## src/rtl/ins_mem_loader.sv

```systemverilog
// ins_mem_loader: boot loader from a byte stream into INS_MEM.
// Reads a length-prefixed little-endian image and holds the core in reset until it is written.
// Ports:
//   LOADER_Clk_in / LOADER_Reset_in : clock, sync active-high reset
//   LOADER_Byte_Valid_in / LOADER_Byte_InBUS / LOADER_Byte_Ready_Out : byte source handshake
//   LOADER_Insmem_We_Out / _Addr_OutBUS / _Data_OutBUS : INS_MEM write port (registered)
//   LOADER_CoreRun_Out : core reset release (1 = run), LOADER_Done_Out / LOADER_Error_Out : sticky status
module ins_mem_loader #(
   parameter int DATAWIDTH      = 32,
   parameter int ADDR_WIDTH     = 10,
   parameter int ADDR_STEP      = 1,
   parameter int TIMEOUT_CYCLES = 0
) (
   input  logic                  LOADER_Clk_in,
   input  logic                  LOADER_Reset_in,
   input  logic                  LOADER_Byte_Valid_in,
   input  logic [7:0]            LOADER_Byte_InBUS,
   output logic                  LOADER_Byte_Ready_Out,
   output logic                  LOADER_Insmem_We_Out,
   output logic [ADDR_WIDTH-1:0] LOADER_Insmem_Addr_OutBUS,
   output logic [DATAWIDTH-1:0]  LOADER_Insmem_Data_OutBUS,
   output logic                  LOADER_CoreRun_Out,
   output logic                  LOADER_Done_Out,
   output logic                  LOADER_Error_Out
);

   typedef enum logic [2:0] {
      S_HDR,
      S_DATA,
      S_WRITE,
      S_DONE,
      S_ERROR
   } state_t;

   localparam logic [DATAWIDTH-1:0]  L_DEPTH =
      DATAWIDTH'((2 ** ADDR_WIDTH) / ADDR_STEP);
   localparam logic [31:0]           L_TMO  = 32'(TIMEOUT_CYCLES);
   localparam logic [ADDR_WIDTH-1:0] L_STEP = ADDR_WIDTH'(ADDR_STEP);

   state_t                  r_state;
   logic [1:0]              r_bcnt;
   logic [DATAWIDTH-1:0]    r_shift;
   logic [DATAWIDTH-1:0]    r_n;
   logic [DATAWIDTH-1:0]    r_idx;
   logic [ADDR_WIDTH-1:0]   r_waddr;
   logic [31:0]             r_idle;
   logic                    r_started;
   logic                    r_ready;
   logic                    r_we;
   logic [ADDR_WIDTH-1:0]   r_addr;
   logic [DATAWIDTH-1:0]    r_data;
   logic                    r_done;
   logic                    r_err;
   logic                    r_run;

   logic                    w_acc;
   logic                    w_last;
   logic                    w_tmo;
   logic [DATAWIDTH-1:0]    w_word;
   logic [DATAWIDTH-1:0]    w_idx_nx;

   assign w_acc    = LOADER_Byte_Valid_in & r_ready;
   assign w_last   = (r_bcnt == 2'd3);
   // New byte enters at the top; after 4 bytes the first one sits in [7:0].
   assign w_word   = {LOADER_Byte_InBUS, r_shift[DATAWIDTH-1:8]};
   assign w_idx_nx = r_idx + 1'b1;
   // Only ready cycles count as idle, so WRITE never advances the timer.
   assign w_tmo    = (TIMEOUT_CYCLES != 0) && r_started && r_ready &&
                     !w_acc && (r_idle == L_TMO);

   always_ff @(posedge LOADER_Clk_in) begin
      if (LOADER_Reset_in) begin
         r_state   <= S_HDR;
         r_bcnt    <= '0;
         r_shift   <= '0;
         r_n       <= '0;
         r_idx     <= '0;
         r_waddr   <= '0;
         r_idle    <= '0;
         r_started <= 1'b0;
         r_ready   <= 1'b0;
         r_we      <= 1'b0;
         r_addr    <= '0;
         r_data    <= '0;
         r_done    <= 1'b0;
         r_err     <= 1'b0;
         r_run     <= 1'b0;
      end else begin
         r_we <= 1'b0;
         if (w_acc) begin
            r_bcnt    <= r_bcnt + 2'd1;
            r_shift   <= w_word;
            r_idle    <= '0;
            r_started <= 1'b1;
         end else if ((TIMEOUT_CYCLES != 0) && r_started && r_ready) begin
            r_idle <= r_idle + 32'd1;
         end
         if (w_tmo) begin
            r_state <= S_ERROR;
            r_ready <= 1'b0;
            r_err   <= 1'b1;
         end else begin
            unique case (r_state)
               S_HDR: begin
                  r_ready <= 1'b1;
                  if (w_acc && w_last) begin
                     if (w_word == '0) begin
                        r_state <= S_DONE;
                        r_ready <= 1'b0;
                        r_done  <= 1'b1;
                        r_run   <= 1'b1;
                     end else if (w_word > L_DEPTH) begin
                        r_state <= S_ERROR;
                        r_ready <= 1'b0;
                        r_err   <= 1'b1;
                     end else begin
                        r_state <= S_DATA;
                        r_n     <= w_word;
                        r_idx   <= '0;
                        r_waddr <= '0;
                     end
                  end
               end
               S_DATA: begin
                  if (w_acc && w_last) begin
                     r_state <= S_WRITE;
                     r_ready <= 1'b0;
                     r_we    <= 1'b1;
                     r_addr  <= r_waddr;
                     r_data  <= w_word;
                  end
               end
               S_WRITE: begin
                  r_idx   <= w_idx_nx;
                  // Running address wraps modulo 2**ADDR_WIDTH by width.
                  r_waddr <= r_waddr + L_STEP;
                  if (w_idx_nx == r_n) begin
                     r_state <= S_DONE;
                     r_done  <= 1'b1;
                     r_run   <= 1'b1;
                  end else begin
                     r_state <= S_DATA;
                     r_ready <= 1'b1;
                  end
               end
               default: begin
               end
            endcase
         end
      end
   end

   assign LOADER_Byte_Ready_Out     = r_ready;
   assign LOADER_Insmem_We_Out      = r_we;
   assign LOADER_Insmem_Addr_OutBUS = r_addr;
   assign LOADER_Insmem_Data_OutBUS = r_data;
   assign LOADER_CoreRun_Out        = r_run;
   assign LOADER_Done_Out           = r_done;
   assign LOADER_Error_Out          = r_err;

endmodule
```

## config.mk

```make
export PLATFORM = sky130hd
export DESIGN_NAME = ins_mem_loader
export DESIGN_NICKNAME = d
export VERILOG_FILES = /design/src/rtl/ins_mem_loader.sv
export SDC_FILE = /design/constraint.sdc
export NUM_CORES = 1
export LEC_CHECK = 0
export CAP_MARGIN = 0
export CORE_ASPECT_RATIO = 1.25
export CORE_MARGIN = 1
export CORE_UTILIZATION = 57
export DETAILED_ROUTE_END_ITERATION = 6
export DONT_BUFFER_PORTS = 1
export PLACE_DENSITY = 0.75
export SLEW_MARGIN = 20
export SYNTH_ARGS = -nofsm -noshare
export SYNTH_HDL_FRONTEND = slang
export SYNTH_SLANG_ARGS = --single-unit
```

## constraint.sdc

```tcl
create_clock -name LOADER_Clk_in -period 2.65 [get_ports LOADER_Clk_in]
set_input_delay 0.265 -clock LOADER_Clk_in [delete_from_list [all_inputs] [get_ports LOADER_Clk_in]]
set_output_delay 0.265 -clock LOADER_Clk_in [all_outputs]
set_load 0.1 [all_outputs]
```

# Word level (Yosys, flattened, before mapping)

Index checks and enable logic that the tools add are counted.

Register bits after elaboration: 157
Latch bits: 0
RAM bits: 0
ROM bits: 0
Word-level logic and storage cells: 69
Memories: 0

Add/subtract/negate cells: 3
$mul: 0
Div/mod/pow operators: 0
Order comparisons: 1
Equality and inequality tests: 11
Shift operators: 0
Mux-type cells: 25
Bitwise gates (word level): 4
Reduce and logical (&&, ||, !) cells: 13

Operators by type and width:

| cell                                                            | number |
|---|---|
| two-way mux 32 bit                                              | 3 |
| case mux 32 bit (2 select lines)                                | 1 |
| adder 32 x 1 -> 32 bit, second input constant                   | 1 |
| == test 32 bit                                                  | 1 |
| greater-than comparator 32 x 11 -> 1 bit, second input constant | 1 |
| logical NOT 32 bit                                              | 1 |
| two-way mux 10 bit                                              | 3 |
| case mux 10 bit (2 select lines)                                | 1 |
| AND reduction 4 bit                                             | 4 |
| != test 2 bit, second input constant                            | 7 |
| two-way mux 3 bit                                               | 4 |
| adder 10 x 1 -> 10 bit, second input constant                   | 1 |
| two-way mux 1 bit                                               | 9 |
| case mux 3 bit (3 select lines)                                 | 1 |
| AND reduction 3 bit                                             | 2 |
| == test 3 x 1 -> 1 bit, second input constant                   | 1 |
| == test 3 x 2 -> 1 bit, second input constant                   | 1 |
| logical NOT 3 bit                                               | 1 |
| NOT 1 bit                                                       | 3 |
| case mux 1 bit (3 select lines)                                 | 1 |
| nonzero test 3 bit                                              | 1 |
| adder 2 x 1 -> 2 bit, second input constant                     | 1 |
| == test 2 bit, second input constant                            | 1 |
| two-way mux 2 bit                                               | 1 |
| other kinds (6)                                                 | 6 |

# Depth between registers and ports, before layout

Word-level depth: 5
Gate-level depth with buffers: 11
Gate-level depth less buffers: 10

# Worst setup path before layout

Ideal clock, no wire load.

Path type: register to register
From: register r_ready (netlist: LOADER_Byte_Ready_Out)
To: register r_idx[13]
Library setup time: 128 ps
Arrival: 2,850 ps
Slack: -327 ps
Cell stages (with the launch flop): 9
Buffers on the path: 0
Period minus slack after synthesis: 2,977 ps
Path through: dfxtp_1 -> and2_1 -> nand2_1 -> or4_4 -> a211oi_4 -> nand2_1 -> or3_1 -> xor2_1 -> nor2_1

Word-level cells in the longest chain between the ends: 4

Ends and longest elaborated chain:

| what                                 | RTL line | text |
|---|---|---|
| from (decl)                          | 48       | `logic r_ready;` |
| from (signal assigned)               | 81       | `r_ready <= 1'b0;` |
| from (signal assigned)               | 100      | `r_ready <= 1'b0;` |
| from (signal assigned)               | 105      | `r_ready <= 1'b1;` |
| bitwise AND 1 bit                    | 62       | `assign w_acc = LOADER_Byte_Valid_in & r_ready;` |
| logical AND 1 bit                    | 106      | `if (w_acc && w_last) begin` |
| != test 2 bit (no source line)       | n/a      |  |
| AND reduction 4 bit (no source line) | n/a      |  |
| to (signal assigned)                 | 134      | `r_idx <= w_idx_nx;` |
| to (decl)                            | 44       | `logic [DATAWIDTH-1:0] r_idx;` |

No other way between the ends.
A chain may end at the register's enable or synchronous reset.

# Worst setup path in the final report

From: register r_shift[14]
To: register r_idx[13]

Word-level cells in the longest chain between the ends: 3

Ends and longest elaborated chain:

| what                                                                           | RTL line | text |
|---|---|---|
| from (decl)                                                                    | 42       | `logic [DATAWIDTH-1:0] r_shift;` |
| from (signal assigned)                                                         | 92       | `r_shift <= w_word;` |
| greater-than comparator 32 x 11 -> 1 bit or logical NOT 32 bit (tied branches) | 112, 107 |  |
| != test 2 bit (no source line)                                                 | n/a      |  |
| AND reduction 4 bit (no source line) (*)                                       | n/a      |  |

Every way passes the cells marked *; elsewhere a longest branch is shown, timed or not.

==> flow_metrics.py <==
metrics = {
    "clock_network": {
        "cts_buffers": 17,
        "clock_latency_ns": 0.43,
        "h-tree-depth": 4,
        "clk_pin_slew_ns": 0.07,
        "clk_path_buf_depth": 2,
        "clockRootBuffer": "clkbuf_16",
        "cts_tree": "yes",
        "cts_num_sinks": 149,
    },
    "worst_setup_path": {
        "arrival_ns": 3.29,
        "rr_worst_depth": 10,
        "cpPeakStageDelay_ns": 0.56,
        "setup.worst_path.start_class": "register",
        "cpMaxStageDelayCell": "or4_4",
        "end_kind": "register",
        "crit_fanout": 5,
        "r2r_start": "r_shift[14]",
        "crit_type": "register to register",
        "cp_data_required_time_ns": 2.97,
        "crit_chain": "or4_4 > o31a_1 > or4_4 > a211oi_4 > buf_4 > buf_6 > nand2_1 > or3_1 > xor2_1 > nor2_1",
        "path_common_cell": "or4_4",
        "startpoint": "r_shift[14]",
    },
    "placement": {
        "port_buffers": 0,
        "postPlaceCellArea_mm2": 0.00718,
        "place.gp.congestion": 0.883,
        "dp_cells": 966,
        "hpwl_um": 11100,
    },
    "power": {
        "pwr-share-clk_pct": 49.9,
        "seq_power_share_pct": 47.6,
        "power_mw": 4.74,
        "switching_power_mw": 1.18,
        "comb_power_share_pct": 2.5,
        "p_leak_nw": 3.15,
        "internal_power_mw": 3.56,
        "sw_frac_of_total_pct": 24.9,
        "ir_drop_mv": 0.457,
        "power_density_mw_per_mm2": 575,
    },
    "timing": {
        "hold_viol": 0,
        "worst_slew_pin_slew_ns": 1.01,
        "post-route-period-util_pct": 112,
        "fmax_ghz": 0.336,
        "skew_ns": 0.00817,
        "setup_violations": 44,
        "fin_crit_ns": 2.97,
        "rsz0062_at_grt": "yes",
        "fin_ws_ns": -0.324,
        "slew_headroom_pct": 32.4,
        "maxSlewViolCount": 0,
    },
    "synth": {
        "syn_avg_cell_area_um2": 8.21,
        "synthCells": 797,
        "synth.top_cell.area_share_pct": 45.6,
        "synth_compound_area_share_pct": 10.8,
        "yosys.cell_types.count": 50,
        "synth_nets": 811,
        "synth_area_mm2": 0.00654,
        "synth_top_family_by_area": "simple AND/OR/NAND/NOR gates",
        "synth.area.top_cells": "dfxtp_1, nand2_1, a21oi_1, xnor2_1, xor2_1",
        "yosys.area.top_type": "dfxtp_1",
        "ys_ff_latch": 149,
        "synth_xor_area_share_pct": 10.4,
        "ys_seq_area_share_pct": 45.6,
        "ys_async_sr_fraction_pct": 0,
        "synth_fa_ha_area_share_pct": 0.574,
        "yosys_most_used_dff": "dfxtp_1",
        "yosysWarningCount": 0,
        "yosys.area_share.simple_pct": 26.4,
        "synthMuxAreaShare_pct": 2.47,
        "synth_edf_count": 0,
    },
    "finish": {
        "area_delta_synth_final_pct": 25.9,
        "fin_util_pct": 74.0,
        "mostFrequentLayoutCell": "nand2_1",
        "drive_gt1_share_pct": 21.8,
        "layout_common_cells": "nand2_1, dfxtp_1, buf_4, a21oi_1, nor2_1",
        "final_cells": 1021,
        "diodes": 0,
        "final_area_mm2": 0.00824,
        "fin_nets": 887,
    },
    "min_path": {
        "holdPathStages": 2,
        "hold_class": "input pin to register",
        "hp-start": "LOADER_Reset_in",
    },
    "global_routing": {
        "grt_start_max_net_pins": 86,
        "grt_pass1_wl_um": 27200,
        "grt_pass1_vias": 5864,
        "overflow": 0,
        "track_usage_pct": 28.9,
        "antenna_found_initial": 0,
    },
    "floorplan": {
        "die_x_um": 97.8,
        "io_pins": 58,
        "rows": 43,
        "core_area_mm2": 0.0111,
        "start_util_pct": 58.8,
        "die_area_mm2": 0.0119,
        "die_h_um": 122,
    },
    "drt": {
        "via_per_inst": 5.81,
        "routed_wl_um": 17400,
        "vias": 5928,
        "route.detailed.drc": 0,
        "drtPass1Iterations": 5,
        "wl_per_cell_um": 17.0,
        "drt_iter0_drc": 371,
        "antenna_left": 0,
    },
    "run": {
        "cap_violations": 0,
    },
    "outcome": {
        "status": "complete, but fails checks",
        "violations": "setup timing",
    },
}
## flip-flops by register name (all words and copies together) (netlist names)
signal,flops
r_n,32
r_state,3
r_bcnt,2
r_shift,24
LOADER_Error_Out,1
r_waddr,10
r_idx,32
LOADER_Insmem_Data_OutBUS,32
LOADER_Byte_Ready_Out,1
LOADER_CoreRun_Out,1
LOADER_Insmem_Addr_OutBUS,10
LOADER_Insmem_We_Out,1
## stage by stage
stage               worst slack, ns  hold WS [ns]  setup TNS [ns]
global placement             -0.190         0.333           -3.12
detailed placement           -0.285         0.334           -4.64
global route                 -0.421         0.135          -12.55
finish                       -0.324         0.139           -8.44
CTS                          -0.254         0.127           -4.52
floorplan                    -0.126         0.401           -1.55
## final cells by class
type | instances | area (um2)
well taps | 135 | 169
inverters | 10 | 37.5
clock inverters | 14 | 148
repair buffers | 109 | 905
flip-flops and latches | 149 | 3000
fillers | 758 | 2900
multi-input cells | 586 | 3550
clock buffers | 18 | 429
## synth_stat cells, drive strengths merged, types with 8 or more instances
| library cell | instances |
|---|---|
| a21oi | 80 |
| and2 | 28 |
| buf | 8 |
| clkbuf | 44 |
| dfxtp | 149 |
| inv | 10 |
| mux2i | 15 |
| nand2 | 166 |
| nand3 | 17 |
| nand4 | 20 |
| nor2 | 66 |
| nor3 | 11 |
| nor4 | 13 |
| o21ai | 16 |
| or3 | 12 |
| xnor2 | 40 |
| xor2 | 38 |
## timing repair
action / CTS / global route
endpoints found under the hold margin: 85 / 0
buffers inserted: 3 / 13
gates cloned: 0 / 0
gates resized for setup: 19 / 46
setup endpoints to repair: 44 / 44
hold buffers: 9 / 0
pin swaps: 6 / 13
## critical path, delay by kind of cell, from the launching register on
kind	cells	cell delay [ns]
xor gates and xnor gates	1	0.15
buffers and inverters	2	0.28
DFF	1	0.31
and+or+nand+nor	5	1.52
AOI/OAI and AO/OA	2	0.60
## power by group through the flow
stage                     clock [mW]  combinational [mW]  sequential, mW
after floorplan                    0              0.0617            2.32
after global placement             0              0.0824            2.31
after detailed placement           0              0.0837            2.31
after CTS                       2.38               0.119            2.26
after global routing            2.48               0.130            2.26
final                           2.36               0.120            2.26
## layer usage
metal  up-vias  share of wire [%]  track usage, %
met2       200                 53            54.0
met3        52                5.0            6.66
met1      2839                 38            30.1
li1       2837                  -               -
met4         0                3.4            15.1
met5         -                  0               0
## cell families after synthesis
group,after synthesis
multiplexers,16
flip-flops,149
XOR/XNOR,78
adder cells (fa/ha/maj),3
buffers and inverters,62
AO/OA/AOI/OAI,122
AND/OR/NAND/NOR,367
## path summary, 6_finish.rpt
kind                           endpoint  slack [ns]
setup / recovery              r_idx[13]       -0.32
hold / removal    LOADER_Byte_Ready_Out        0.14
setup reg to reg              r_idx[13]       -0.32
hold reg to reg               r_bcnt[1]        0.46
Power figures use the tool's default switching activity.
